--- config.mk ---
export PLATFORM = sky130hd
export DESIGN_NAME = fnd_scan_ctrl
export DESIGN_NICKNAME = d
export VERILOG_FILES = /design/src/rtl/fnd_scan_ctrl.sv
export SDC_FILE = /design/constraint.sdc
export NUM_CORES = 1
export LEC_CHECK = 0
export CORE_ASPECT_RATIO = 1.1
export CORE_MARGIN = 5
export CORE_UTILIZATION = 50
export DETAILED_ROUTE_END_ITERATION = 16
export GPL_TIMING_DRIVEN = 0
export PLACE_DENSITY_LB_ADDON = 0.08
export SLEW_MARGIN = 15
export SYNTH_ARGS = -nofsm -noshare
export SYNTH_HDL_FRONTEND = slang
export SYNTH_SLANG_ARGS = --single-unit
export TNS_END_PERCENT = 10
--- constraint.sdc ---
create_clock -name clk -period 5 [get_ports clk]
set_clock_uncertainty 0.15 [all_clocks]
set_input_delay 1 -clock clk [delete_from_list [all_inputs] [get_ports clk]]
set_output_delay 1 -clock clk [all_outputs]
set_load 0.005 [all_outputs]
--- src/rtl/fnd_scan_ctrl.sv ---
// -----------------------------------------------------------------------------
// fnd_scan_ctrl
//
// Time-multiplexed scan sequencer for a 4-digit common-cathode/anode FND.
// Each digit owns a slot of DIGIT_CYCLES clocks. The first BLANK_CYCLES of the
// slot keep every common off so that fnd_ctrl can settle on the new digit
// select before the digit lights, which suppresses ghosting. The displayed
// value is captured once per frame so that the four digits always show one
// consistent number.
//
// Optional feature (compile-time macro FND_LZB_EN): leading-zero blanking.
// When defined, digit 3 never lights, digit 2 is dark for values < 100 and
// digit 1 is dark for values < 10. Slot timing is identical either way.
//
// Parameters
//   DIGIT_CYCLES  clocks per digit slot, blank plus on (default 100000)
//   BLANK_CYCLES  dead-time clocks at slot start, 1 <= BLANK_CYCLES < DIGIT_CYCLES
//
// Ports
//   clk            in   system clock
//   reset          in   synchronous active-high reset
//   en             in   scan enable (level); low returns the block to idle
//   value[8:0]     in   unsigned value to display
//   value_latched  out  frame-stable copy of value, feeds fnd_ctrl.sum
//   sel_place[1:0] out  current digit, 0 = ones ... 3 = thousands
//   fnd_com[3:0]   out  active-low digit commons, bit n enables digit n
//   frame_done     out  one-cycle pulse in the first blank cycle of a new frame
//
// All outputs are registered; nothing combinational reaches a port.
// -----------------------------------------------------------------------------
module fnd_scan_ctrl #(
    parameter int DIGIT_CYCLES = 100000,
    parameter int BLANK_CYCLES = 1000
) (
    input  logic       clk,
    input  logic       reset,
    input  logic       en,
    input  logic [8:0] value,
    output logic [8:0] value_latched,
    output logic [1:0] sel_place,
    output logic [3:0] fnd_com,
    output logic       frame_done
);

    localparam int SLOT_W = (DIGIT_CYCLES > 1) ? $clog2(DIGIT_CYCLES) : 1;

    localparam logic [SLOT_W-1:0] SLOT_ZERO  = SLOT_W'(0);
    localparam logic [SLOT_W-1:0] SLOT_ONE   = SLOT_W'(1);
    localparam logic [SLOT_W-1:0] SLOT_LAST  = SLOT_W'(DIGIT_CYCLES - 1);
    localparam logic [SLOT_W-1:0] BLANK_LAST = SLOT_W'(BLANK_CYCLES - 1);

    typedef enum logic [1:0] {
        ST_IDLE  = 2'd0,
        ST_BLANK = 2'd1,
        ST_ON    = 2'd2
    } state_e;

    state_e            state_q, state_d;
    logic [SLOT_W-1:0] slot_q,  slot_d;
    logic [1:0]        sel_q,   sel_d;
    logic [8:0]        vlat_q,  vlat_d;
    logic [3:0]        com_q,   com_d;
    logic              done_q,  done_d;
    logic              suppress_s;

`ifdef FND_LZB_EN
    // True when the given digit would only show a leading zero of v.
    function automatic logic digit_suppressed(input logic [1:0] sel,
                                              input logic [8:0] v);
        logic sup;
        case (sel)
            2'd3:    sup = 1'b1;            // 9-bit value never reaches 1000
            2'd2:    sup = (v < 9'd100);
            2'd1:    sup = (v < 9'd10);
            default: sup = 1'b0;            // ones digit always shows
        endcase
        return sup;
    endfunction
`endif

    // Next-state, counter and latch logic for the scan sequencer.
    always_comb begin
        state_d = state_q;
        slot_d  = slot_q;
        sel_d   = sel_q;
        vlat_d  = vlat_q;
        done_d  = 1'b0;

        case (state_q)
            ST_IDLE: begin
                slot_d = SLOT_ZERO;
                sel_d  = 2'd0;
                if (en) begin
                    state_d = ST_BLANK;
                    vlat_d  = value;
                end else begin
                    state_d = ST_IDLE;
                end
            end

            ST_BLANK: begin
                if (!en) begin
                    state_d = ST_IDLE;
                    slot_d  = SLOT_ZERO;
                    sel_d   = 2'd0;
                end else if (slot_q == BLANK_LAST) begin
                    state_d = ST_ON;
                    slot_d  = slot_q + SLOT_ONE;
                end else begin
                    slot_d  = slot_q + SLOT_ONE;
                end
            end

            ST_ON: begin
                // Enable drop wins over a coincident frame wrap: no pulse, no re-latch.
                if (!en) begin
                    state_d = ST_IDLE;
                    slot_d  = SLOT_ZERO;
                    sel_d   = 2'd0;
                end else if (slot_q == SLOT_LAST) begin
                    state_d = ST_BLANK;
                    slot_d  = SLOT_ZERO;
                    if (sel_q == 2'd3) begin
                        sel_d  = 2'd0;
                        done_d = 1'b1;
                        vlat_d = value;
                    end else begin
                        sel_d  = sel_q + 2'd1;
                    end
                end else begin
                    slot_d  = slot_q + SLOT_ONE;
                end
            end

            default: begin
                state_d = ST_IDLE;
                slot_d  = SLOT_ZERO;
                sel_d   = 2'd0;
            end
        endcase
    end

    // Common drive, computed from the next state so fnd_com stays registered
    // and changes on the same edge as the state it reflects.
    always_comb begin
`ifdef FND_LZB_EN
        suppress_s = digit_suppressed(sel_d, vlat_d);
`else
        suppress_s = 1'b0;
`endif
        if ((state_d == ST_ON) && !suppress_s) begin
            com_d = ~(4'b0001 << sel_d);
        end else begin
            com_d = 4'b1111;
        end
    end

    // State and output registers with synchronous reset.
    always_ff @(posedge clk) begin
        if (reset) begin
            state_q <= ST_IDLE;
            slot_q  <= SLOT_ZERO;
            sel_q   <= 2'd0;
            vlat_q  <= 9'd0;
            com_q   <= 4'b1111;
            done_q  <= 1'b0;
        end else begin
            state_q <= state_d;
            slot_q  <= slot_d;
            sel_q   <= sel_d;
            vlat_q  <= vlat_d;
            com_q   <= com_d;
            done_q  <= done_d;
        end
    end

    assign value_latched = vlat_q;
    assign sel_place     = sel_q;
    assign fnd_com       = com_q;
    assign frame_done    = done_q;

endmodule
==> results of run 1 <==
-- worst register-to-register path: stages, from the launching register on --
cell	delay, ns
dfxtp_1	0.37
or4_4	0.58
nor4_1	0.53
nand2_1	0.14
a211oi_1	0.51
nand3_1	0.13
-- cell usage in the layout (no fill, tap or decap), types with 5 or more instances in the layout --
cell / n
nand2_1: 16
a21oi_1: 5
nand3_1: 10
dfxtp_1: 35
xnor2_1: 6
clkdlybuf4s50_1: 27
ha_1: 6
xor2_1: 9
nor2_1: 35
mux2i_1: 9
clkbuf_4: 5
-- through the flow --
step	setup slack, ns	hold WS [ns]	power (mW)	instances
after floorplan	2.62	0.276	0.311	181
after global placement	2.25	0.289	0.332	242
after detailed placement	2.19	0.304	0.334	242
after CTS	2.45	0.330	0.484	250
after global routing	2.23	0.355	0.503	250
final	2.45	0.321	0.477	250
-- metal layers --
| metal | routed length, um | track usage, % | vias up |
|---|---|---|---|
| li1 | - | - | 689 |
| met1 | 1350 | 18.7 | 626 |
| met2 | 1690 | 27.3 | 29 |
| met3 | 161 | 4.21 | 9 |
| met4 | 87 | 8.37 | 0 |
| met5 | 0 | 0 | - |
-- layout make-up --
class                      instances  area [um^2]  area share, %
clock inverter                     3         20.0           1.00
sequential                        35          701           35.2
tap                               34         42.5           2.13
inverter                           4         15.0          0.753
clock buffer                       5         37.5           1.88
multi-input combinational        135          862           43.3
timing repair buffer              27          270           13.6
buffer                             7         45.0           2.26
-- registers in the layout, summed over array words and instances, names as in the netlist --
signal         count
fnd_com            4
frame_done         1
sel_place          2
slot_q            17
state_q            2
value_latched      9
-- power groups by stage --
stage | clock network, mW | registers (mW) | logic, mW
after CTS | 0.156 | 0.287 | 0.0406
after global routing | 0.171 | 0.288 | 0.0441
after detailed placement | 0 | 0.293 | 0.0405
final | 0.150 | 0.287 | 0.0399
after floorplan | 0 | 0.293 | 0.0175
after global placement | 0 | 0.293 | 0.0391
-- logic make-up after synthesis --
family | count (synthesis)
AND/OR/NAND/NOR | 90
adder cells (fa/ha/maj) | 6
flip-flops | 35
multiplexers | 10
XOR/XNOR | 15
buffers and inverters | 11
AO/OA/AOI/OAI | 14
-- worst max-delay path by stage --
| stage | to | cells after the start | startpoint |
|---|---|---|---|
| CTS | value_latched[2] | 7 | slot_q[11] |
| global route | fnd_com[3] | 5 | slot_q[11] |
| global placement | fnd_com[2] | 6 | reset |
| finish | fnd_com[0] | 5 | slot_q[11] |
| floorplan | fnd_com[1] | 6 | slot_q[11] |
| detailed placement | fnd_com[2] | 6 | reset |
==> summary.md, run 1 <==
| Metric | Value |
|---|---|
| Seq pwr share | around three fifths |
| Root buf cell | clkbuf_4 |
| Syn_area_per_cell | around 9.0 um^2 |
| IO Port Bufs | 27 |
| Max_cap viols | 0 |
| Main synth FF type | dfxtp_1 |
| Synth Area in Adders | 4.63% |
| Yosys warnings | 0 |
| CTS buffer count | 5 |
| Number of synthesized register bits | 35 |
| Clk network pwr share | around a third |
| WP buf/inv | 0 |
| Critical path arrival | around 2.6 ns |
| CP max FO | 5 |
| Worst hold stages | 1 |
| Launch point of the worst reg-to-reg path | slot_q[11] |
| Fin crit share | roughly half |
| Post-DP HPWL | between 2 and 3 mm |
| Register area share after synthesis | between 40 and 50% |
| Mapped Nets | around 200 |
| Xor/xnor cell area share of the yosys netlist | about 8% |
| Crit Path Category | flop to flop |
| Peak VDD IR | 0.167 mV |
| Post-synth EDFFs | 0 |
| RSZ-0062 raised after global routing | no |
| Psw | between 100 and 150 uW |
| DRC | 0 |
| Final setup viols | 0 |
| Outcome | complete, no violations |
| Drt wl/cell | about 13 um |
| Worst Hold Path EP | slot_q[0] |
| Final Cell Area | approximately 0.002 mm^2 |
| Layout cells sized above 1 | between 8 and 9% |
| Placed cell area | slightly below 0.002 mm^2 |
| Drt first-iter violations | 74 |
| CP endpoint kind | flop |
| Vias in the first global route | around 1,300 |
| FILL cells | 280 |
| Avg Vias per Cell | approximately 5.4 |
| Antenna violations before repair | 0 |
| Slowest-stage cell, CP | or4_4 |
| R2R Setup Slk | 2.45 ns |
| R2R cell count | 5 |
| Die Ht | 69.8 um |
| GRT overflow | 0 |
| ANT cells | 0 |
| HP Class | flop to flop |
| Mapped Area | about 0.0016 mm^2 |
| Clk_lat worst skew | approximately 0.34 ns |
| Largest net degree at the start of global routing | 13 |
| Compound-Gate Fraction of Synth Area | under 10% |
| Htree depth | 2 |
| Hold Startpoint | slot_q[0] |
| Setup bufs post-CTS | 0 |
| PostCTS Resize Cnt | 0 |
| First-pass GRT wire length | 5.91 mm |
| Largest family of logic cells by synthesized area | simple AND/OR/NAND/NOR gates |
| Util after Layout | about two thirds |
| Pwr Density | 239 mW/mm^2 |
| Routed WL | approximately 3.3 mm |
| Multiplexer share of the synthesized area | roughly 6.5% |
| Post-Synth Simple-Gate Area | between 20 and 30% |
| Cell row count | 21 |
| Internal cell power | about 360 uW |
| Post-CTS Hold Buffers | 0 |
| Synth area leaders | dfxtp_1, nor2_1, mux2i_1 |
| Sw Share | about a quarter |
| Synth top cells by count | dfxtp_1, nor2_1, nand2_1, nand3_1 |
| Clk sinks | 35 |
| # IOs | 28 |
| CP required | between 5 and 6 ns |
| Router iterations before antenna repair | 4 |
| Max clock buf depth | 2 |
| CP delay by family, top | simple AND/OR/NAND/NOR gates |
| Slew headroom | between 50% and 60% |
| Share of the synthesized area in the top cell type | between 40% and 50% |
| Die footprint | between 0.004 and 0.005 mm^2 |
| Final Wtd Congestion | a little over 0.8 |
| Final Max Slew Viols | 0 |
| Worst slew pin tran | just over 0.6 ns |
| Clock transition at the registers of the reported paths | ~0.11 ns |
| Crit-path max cell delay | 0.58 ns |
| Asr flop ratio synth | 0% |
| Startpoint types | flop |
| Max Clock Freq | slightly below 0.4 GHz |
| Die width | 64.3 um |
| All-Layer GR Usage | around 16% |
| DR vias | between 1,000 and 1,500 |
| Lkg Pwr | 0.704 nW |
| Worst reg2reg endpoint | fnd_com[0] |
| Largest area contributor in the netlist | dfxtp_1 |
| Syn Inst Count | ~180 |
| Final #Nets | ~230 |
| Post-route ant nets | 0 |
| Min Tclk post-route | approximately 2.5 ns |
| Final hold vios | 0 |
| Starting density of the core | a little over half |
| Comb pwr share | ~8.4% |
| Total core area | between 0.003 and 0.004 mm^2 |
| TritonCTS clock tree | yes |
| Cell Chain, Critical Path | or4_4, nor4_1, nand2_1, a211oi_1, nand3_1 |
| Count of cell types in the netlist | 37 |
| Syn-to-layout area delta | 22.8% |
| Fin Setup TNS | 0 ns |
(Power assumes the default switching activity.)
==> run 2, diff against run 1 <==
- CORE_UTILIZATION: 50 -> 47
- clock period: 5 -> 2.1 ns (I/O delays scaled with it)
==> run 2 against run 1 <==
Critical path type unchanged. Sequential share of layout area down 2.2 points. Via count rose by 1.7%. Cell count grew 6.8%. Sequential power up 140%. Fmax rose by 13%. Critical path depth unchanged. Count of clock-buffer cells in the layout stayed put. Total power increased by 140%. Flip-flop and latch count unchanged. The run now ends with negative setup slack left.
==> summary.md, run 2 (same netlist as run 1, synthesis figures left out) <==
| Metric | Value |
|---|---|
| Cell count after placement | 256 |
| Drt first-iter violations | between 70 and 80 |
| Die Ht | ~72 um |
| CP max FO | 5 |
| Total Power | between 1 and 1.5 mW |
| Slew headroom | between 50% and 60% |
| Util after Layout | approximately 64% |
| Seq pwr share | 59.2% |
| CTS buffer count | 5 |
| All-Layer GR Usage | ~16% |
| Startpoint types | flop |
| Starting density of the core | about half |
| GR Util met2 | between 20% and 30% |
| Final Max Slew Viols | 0 |
| Busiest grt layer | met2 |
| HP Class | flop to flop |
| Violated checks | negative setup slack |
| PnR worst setup slack | -0.150 ns |
| Critical path arrival | ~2.3 ns |
| Post-Layout Cell Count | ~270 |
| TritonCTS clock tree | yes |
| Htree depth | 2 |
| GRT overflow | 0 |
| Internal cell power | around 870 uW |
| Pwr Density | roughly 540 mW/mm^2 |
| Routed WL | between 3 and 4 mm |
| Worst slew pin tran | between 0.6 and 0.7 ns |
| IO Port Bufs | 27 |
| Avg Vias per Cell | 5.15 |
| Min Tclk post-route | 2.25 ns |
| Syn-to-layout area delta | 31.4% |
| Clk sinks | 35 |
| Final #Nets | roughly 240 |
| Clk_lat worst skew | about 0.34 ns |
| # IOs | 28 |
| Met1 usage | roughly 18% |
| Root buf cell | clkbuf_4 |
| Max Clock Freq | 0.444 GHz |
| Total core area | 0.00333 mm^2 |
| Largest register FFs | 17 |
| Lkg Pwr | 0.736 nW |
| Vias in the first global route | between 1,000 and 1,500 |
| Max_cap viols | 0 |
| Psw | between 200 and 300 uW |
| Clock transition at the registers of the reported paths | about 0.11 ns |
| Die width | between 60 and 70 um |
| Outcome | finished, violations left |
| Fin crit share | 107% |
| Final setup viols | 32 |
| Comb pwr share | under 10% |
| Post-CTS Hold Buffers | 0 |
| Max clock buf depth | 2 |
| Router iterations before antenna repair | 4 |
| Crit Path Category | flop to flop |
| DRC | 0 |
| Reg with most FFs | slot_q |
| Final hold vios | 0 |
| Commonest non-fill, non-tap cell in the layout | nor2_1 |
| Peak VDD IR | approximately 0.32 mV |
| Layout cells sized above 1 | 15.1% |
| Die footprint | 0.00473 mm^2 |
| Clk network pwr share | a little under a third |
| Hold slack | between 0.3 and 0.4 ns |
| Post-DP HPWL | roughly 2.5 mm |
| GR Layer Usage met3 | 5.33% |
| CP endpoint kind | flop |
| CP required | about 2.2 ns |
| Post-route ant nets | 0 |
| Sw Share | approximately 25% |
| Commonest cells after routing, fill and taps aside | nor2_1, dfxtp_1, clkdlybuf4s50_1 |
| Antenna violations before repair | 0 |
| Final Wtd Congestion | roughly 0.80 |
| Largest net degree at the start of global routing | 13 |
| DR vias | 1,376 |
| ANT cells | 0 |
| Fin Setup TNS | -3.40 ns |
| RSZ-0062 raised after global routing | yes |
| Drt wl/cell | about 13 um |
| Cell row count | 22 |
| First-pass GRT wire length | ~5.9 mm |
-- run 2: changes by cell type in the layout (fill, tap and decap cells not counted), sizes merged --
cell	delta
buf	+4
clkbuf	-1
-- run 2: final timing paths --
path | cells after the start | slack [ns] | end | startpoint
worst max register to register | 5 | -0.15 | fnd_com[1] | slot_q[12]
worst min-delay path | 1 | 0.32 | slot_q[0] | slot_q[0]
worst min register to register | 1 | 0.32 | slot_q[0] | slot_q[0]
worst max-delay path | 5 | -0.15 | fnd_com[1] | slot_q[12]
-- run 2: what timing repair did --
item | 4_1_cts | 5_1_grt
setup endpoints to repair | 33 | 34
pin swaps | 4 | 4
buffers inserted | 3 | 0
cloned | 2 | 0
resized for setup | 15 | 6
-- run 2: metal layers --
layer	share of wire (%)	up-vias
li1	-	692
met2	51	41
met3	6.5	5
met4	1.2	0
met5	0	-
met1	41	638
-- run 2: worst max-delay path, cell delays in order, from the launching register on --
cell and delay (ns):
dfxtp_2 0.33, or4_4 0.56, or4_4 0.50, mux2_4 0.36
a211oi_2 0.18, nand2_1 0.07
-- run 2: cell type report --
type	count	area [um^2]
fill	287	1200
multi-input combinational	135	927
sequential	35	703
timing repair buffer	32	328
tap	48	60.1
buffer	5	41.3
clock buffer	5	37.5
clock inverter	3	20.0
inverter	4	15.0
-- run 2: power groups by stage --
stage          Combinational, mW  Clock [mW]  Sequential, mW
4_1_cts                    0.108       0.375           0.683
2_1_floorplan             0.0417           0           0.699
3_5_place_dp              0.0960           0           0.698
6_report                   0.111       0.359           0.683
5_1_grt                    0.119       0.414           0.685
3_3_place_gp              0.0934           0           0.697
-- run 2: stage by stage --
stage          area, um^2  setup slack (ns)
2_1_floorplan        1620            -0.108
3_3_place_gp         1950            -0.304
3_5_place_dp         1950            -0.367
4_1_cts              2110            -0.153
5_1_grt              2130            -0.255
6_report             2130            -0.150
